==> src/rtl/gamepad_pmod_tx.sv <==
// Gamepad PMOD link transmitter: snapshots a button word, shifts it out MSB first
// on a divided clock, pulses latch, then idles for a programmable gap.
module gamepad_pmod_tx #(
    parameter int unsigned BIT_WIDTH  = 12,
    parameter int unsigned CLK_DIV    = 4,
    parameter int unsigned GAP_CYCLES = 8
) (
    input  logic                 clk,
    input  logic                 reset,
    input  logic [BIT_WIDTH-1:0] buttons,
    input  logic                 present,
    input  logic                 send,
    input  logic                 auto_en,
    output logic                 busy,
    output logic                 frame_done,
    output logic                 pmod_data,
    output logic                 pmod_clk,
    output logic                 pmod_latch
);

    localparam int unsigned HW = $clog2(CLK_DIV);
    localparam int unsigned IW = $clog2(BIT_WIDTH);
    localparam int unsigned GW = $clog2(GAP_CYCLES + 1);

    localparam logic [HW-1:0] HALF_LOAD = HW'(CLK_DIV - 1);
    localparam logic [IW-1:0] IDX_LOAD  = IW'(BIT_WIDTH - 1);
    localparam logic [GW-1:0] GAP_LOAD  = GW'(GAP_CYCLES - 1);

    typedef enum logic [2:0] {IDLE, BIT_LO, BIT_HI, LATCH, GAP} state_t;

    state_t               state_q, state_d;
    logic [HW-1:0]        half_q, half_d;
    logic [IW-1:0]        idx_q, idx_d;
    logic [GW-1:0]        gap_q, gap_d;
    logic [BIT_WIDTH-1:0] snap_q, snap_d;
    logic                 busy_q, busy_d;
    logic                 frame_done_q, frame_done_d;
    logic                 pmod_data_q, pmod_data_d;
    logic                 pmod_clk_q, pmod_clk_d;
    logic                 pmod_latch_q, pmod_latch_d;

    always_comb begin
        // NOTE: every signal gets a default before the case so no path leaves it unassigned (no latches).
        state_d      = state_q;
        half_d       = half_q;
        idx_d        = idx_q;
        gap_d        = gap_q;
        snap_d       = snap_q;
        frame_done_d = 1'b0;

        case (state_q)
            IDLE: begin
                if (send || auto_en) begin
                    snap_d  = present ? buttons : {BIT_WIDTH{1'b1}};
                    idx_d   = IDX_LOAD;
                    half_d  = HALF_LOAD;
                    state_d = BIT_LO;
                end
            end
            BIT_LO: begin
                if (half_q == '0) begin
                    half_d  = HALF_LOAD;
                    state_d = BIT_HI;
                end else begin
                    half_d = half_q - HW'(1);
                end
            end
            BIT_HI: begin
                if (half_q == '0) begin
                    half_d = HALF_LOAD;
                    if (idx_q == '0) begin
                        state_d = LATCH;
                    end else begin
                        idx_d   = idx_q - IW'(1);
                        state_d = BIT_LO;
                    end
                end else begin
                    half_d = half_q - HW'(1);
                end
            end
            LATCH: begin
                if (half_q == '0) begin
                    gap_d   = GAP_LOAD;
                    state_d = GAP;
                end else begin
                    half_d = half_q - HW'(1);
                end
            end
            GAP: begin
                if (gap_q == '0) begin
                    state_d      = IDLE;
                    frame_done_d = 1'b1;
                end else begin
                    gap_d = gap_q - GW'(1);
                end
            end
            default: state_d = IDLE;
        endcase

        // Outputs are decoded from the next state so the registered pins line up with it.
        busy_d       = (state_d != IDLE);
        pmod_clk_d   = (state_d == BIT_HI);
        pmod_latch_d = (state_d == LATCH);
        pmod_data_d  = ((state_d == BIT_LO) || (state_d == BIT_HI)) ? snap_d[idx_d] : 1'b0;
    end

    always_ff @(posedge clk) begin
        // NOTE: non-blocking assignments here so every flop samples pre-edge values.
        if (reset) begin
            // NOTE: the snapshot register is cleared too; it is a plain register, not a RAM.
            state_q      <= IDLE;
            half_q       <= '0;
            idx_q        <= '0;
            gap_q        <= '0;
            snap_q       <= '0;
            busy_q       <= 1'b0;
            frame_done_q <= 1'b0;
            pmod_data_q  <= 1'b0;
            pmod_clk_q   <= 1'b0;
            pmod_latch_q <= 1'b0;
        end else begin
            state_q      <= state_d;
            half_q       <= half_d;
            idx_q        <= idx_d;
            gap_q        <= gap_d;
            snap_q       <= snap_d;
            busy_q       <= busy_d;
            frame_done_q <= frame_done_d;
            pmod_data_q  <= pmod_data_d;
            pmod_clk_q   <= pmod_clk_d;
            pmod_latch_q <= pmod_latch_d;
        end
    end

    assign busy       = busy_q;
    assign frame_done = frame_done_q;
    assign pmod_data  = pmod_data_q;
    assign pmod_clk   = pmod_clk_q;
    assign pmod_latch = pmod_latch_q;

endmodule

==> config.mk <==
export PLATFORM = sky130hd
export DESIGN_NAME = gamepad_pmod_tx
export DESIGN_NICKNAME = d
export VERILOG_FILES = /design/src/rtl/gamepad_pmod_tx.sv
export SDC_FILE = /design/constraint.sdc
export NUM_CORES = 1
export LEC_CHECK = 0
export ABC_AREA = 1
export BUFFER_PORTS_ARGS = -buffer_cell sky130_fd_sc_hd__buf_4
export CAP_MARGIN = 40
export CORE_MARGIN = 1
export CORE_UTILIZATION = 40
export CTS_CLUSTER_SIZE = 40
export DETAILED_ROUTE_END_ITERATION = 10
export GPL_TIMING_DRIVEN = 0
export SLEW_MARGIN = 20
export SYNTH_ARGS = -nofsm -noshare
export SYNTH_HDL_FRONTEND = slang
export SYNTH_SLANG_ARGS = --single-unit
==> constraint.sdc <==
create_clock -name clk -period 1.7 [get_ports clk]
set_clock_uncertainty 0.15 [all_clocks]
set_input_delay 0.17 -clock clk [delete_from_list [all_inputs] [get_ports clk]]
set_output_delay 0.17 -clock clk [all_outputs]
set_load 0.02 [all_outputs]
==> flow_summary.json <==
{
  "grt_pass1_vias": 1676,
  "synthTopCellsByCount": "nand2_1 (68), inv_1 (45), nor2_1 (32)",
  "fillCellCount": 392,
  "cp.depth": 11,
  "wl_per_cell_um": 11.5,
  "fin_ws_ns": -0.0555,
  "wl_mm": 4.12,
  "synthCells": 257,
  "fmax_mhz": 570,
  "synth.top_cells.by_area": "dfxtp_1 (36%), nand2_1 (15%), inv_1 (10%)",
  "hp-class": "input port to register",
  "crit_top_cell": "nand3_1",
  "relSlewSlack": 0.502,
  "die_h_um": 66.9,
  "hold_violations": 0,
  "n_antenna_cell": 0,
  "synth-simple-area-share": 0.409,
  "nNetsFinal": 329,
  "layout_worst_path_cycle_share": 1.03,
  "maxCapViolCount": 0,
  "drive_above_1_share": 0.366,
  "port_buffers": 21,
  "dp_hpwl_mm": 2.66,
  "post-synth-top-count-cell": "nand2_1",
  "synth_top_cell_by_area": "dfxtp_1",
  "syn2layout_area_growth_pct": 40.9,
  "pre_cts_ws_ns": -0.104,
  "wl_met3_um": 140,
  "synth_nets": 278,
  "critical_path_class": "register to register",
  "path_cells": "nor2_4, nand2_4, buf_12, nor2_4, nand2_1, nand2_1, nand3_1, nand3_1, nand3_1, nand3_2, nor2_1",
  "top_layer_used": "met4",
  "cts_max_level": 2,
  "violations": "setup timing",
  "ff2ff_path_depth": 11,
  "crit_buf_inv": 1,
  "clk_pin_slew_ns": 0.06,
  "syn_avg_cell_area_sq_um": 6.55,
  "ys_warn_count": 0,
  "synth_top_family_by_area": "simple AND/OR/NAND/NOR gates",
  "core_area_sq_um": 4030,
  "crit_required_ns": 1.73,
  "via_count": 1709,
  "drtPass1Iterations": 4,
  "slew_violations": 0,
  "dominantRegCellSynth": "dfxtp_1",
  "antenna_found_initial": 0,
  "ant_nets": 0,
  "clockBufferDepth": 2,
  "reg2reg_slack_ns": -0.06,
  "grt_max_degree": 11,
  "die-area_sq_um": 4470,
  "r2r-start": "state_q[0]",
  "start_util": 0.418,
  "wl_met1_mm": 1.87,
  "cts_made_buffers": 5,
  "vdd_drop_max_v": 0.000748,
  "syn_area_sq_um": 1680,
  "powerDensity_nw_per_um2": 1020,
  "yosys.area_share.adder": 0.0297,
  "gp_congestion": 0.820,
  "critPathLaunch": "state_q[0]",
  "place_area_sq_um": 1900,
  "ys_seq_area_frac": 0.357,
  "tightestPinTransition_ns": 0.744,
  "routed_via_density": 4.76,
  "multiInputGateArea_sq_um": 1040,
  "synth_xor_area_frac": 0,
  "p_total_mw": 2.43,
  "p_leak_nw": 1.17,
  "setup_viol": 1,
  "synthDistinctLibCells": 28,
  "synth-seq-cells": 30,
  "crit_fanout": 5,
  "synth_compound_area_frac": 0.0817,
  "insertion_delay_ns": 0.28,
  "ff_latch_area_sq_um": 614,
  "grt_pass1_wl_mm": 6.92,
  "synth-edff-count": 0,
  "crit_family": "simple AND/OR/NAND/NOR gates",
  "crit_slowest_cell": "dfxtp_4",
  "route.met2.wl_mm": 2.07,
  "io_pins": 22,
  "ys_async_sr_fraction": 0,
  "grt_remaining_overflow": 0,
  "endpoint_kind": "register",
  "muxShareOfSynthArea": 0,
  "rows": 23,
  "hold_slack_ns": 0.0743,
  "drc": 0,
  "die_w_um": 66.9,
  "timing.final.crit_period_ns": 1.76,
  "critPathCapture": "pmod_data",
  "final_area_sq_um": 2370,
  "first_iter_violations": 85,
  "rsz0062_at_grt": "yes",
  "clock-sinks": 30,
  "critPathMaxStageDelay_ns": 0.36,
  "crit_arrival_ns": 1.78,
  "fin_util": 0.589,
  "synth_top_area_frac": 0.357,
  "cts_tree": "built",
  "root_buffer": "clkbuf_8",
  "rr_endpoint": "pmod_data",
  "track_usage": 0.209,
  "status": "finished, violations left",
  "start_kind": "register"
}
## worst min-delay path by stage
| stage | startpoint | end | slack (ns) | depth (start not counted) |
|---|---|---|---|---|
| 2_1_floorplan | reset | state_q[2] | 0.1 | 1 |
| 3_3_place_gp | reset | state_q[2] | 0.21 | 2 |
| 3_5_place_dp | reset | state_q[2] | 0.21 | 2 |
| 4_1_cts | buttons[9] | snap_q[9] | 0.07 | 4 |
| 5_1_grt | buttons[9] | snap_q[9] | 0.09 | 4 |
| 6_report | buttons[2] | snap_q[2] | 0.07 | 5 |
## cells by family (layout without fill, tap and decap cells)
group / Yosys count / in the layout
DFF: 30 / 30
and+or+nand+nor: 146 / 147
AOI/OAI and AO/OA: 24 / 24
buffers and inverters: 53 / 104
adders and majority gates: 4 / 4
## power by group
group | total, mW | internal, mW | switching, mW
combinational | 1.01 | 0.447 | 0.563
sequential | 0.839 | 0.797 | 0.0423
clock | 0.582 | 0.326 | 0.256
total | 2.43 | 1.57 | 0.862
## worst min-delay path, stage by stage
cell and delay, ns:
buf_4 0.07, nor2_1 0.03, nand2_1 0.05, nand2_1 0.06
nor2_1 0.07
## cell usage in the layout, fill, tap and decap left out, drive strengths merged, types with 2 or more instances in the layout
master and instances:
clkbuf 9, or2 4, a21oi 10, ha 4, dfxtp 30, buf 43
nand4 5, nand2 71, and2 2, nor2 38, clkinv 2, nor3 5
inv 49, o21ai 11, nand3 22
## registers in the layout (all words and copies together) (netlist names)
register,flops
snap_q,12
gap_q,4
idx_q,4
state_q,3
half_q,2
busy,1
frame_done,1
pmod_clk,1
pmod_data,1
pmod_latch,1
## metrics by stage
stage                     instances   TNS, ns
after floorplan                 257         0
after global placement          328    -0.158
after detailed placement        328    -0.143
after CTS                       351  -0.00559
after global routing            359    -0.172
final                           359   -0.0555
## layout make-up
| type | instances | share of cell area |
|---|---|---|
| multi-input combinational | 175 | 0.440 |
| buffer | 3 | 0.00949 |
| clock inverter | 1 | 0.00211 |
| tap | 50 | 0.0264 |
| clock buffer | 7 | 0.0364 |
| sequential | 30 | 0.259 |
| inverter | 50 | 0.0801 |
| timing repair buffer | 43 | 0.147 |
## metal layers
layer	GRT usage	vias up
met3	0.0668	6
met1	0.230	776
met2	0.378	27
met5	0	-
li1	-	900
met4	0.0585	0
## timing repair
item | 4_1_cts | 5_1_grt
hold buffers | 1 | 0
setup buffers | 13 | 8
endpoints found under the setup margin | 2 | 9
cloned | 1 | 0
hold endpoints to repair | 1 | 0
pin swaps | 15 | 10
resized for setup | 37 | 25
(Power assumes the default switching activity.)
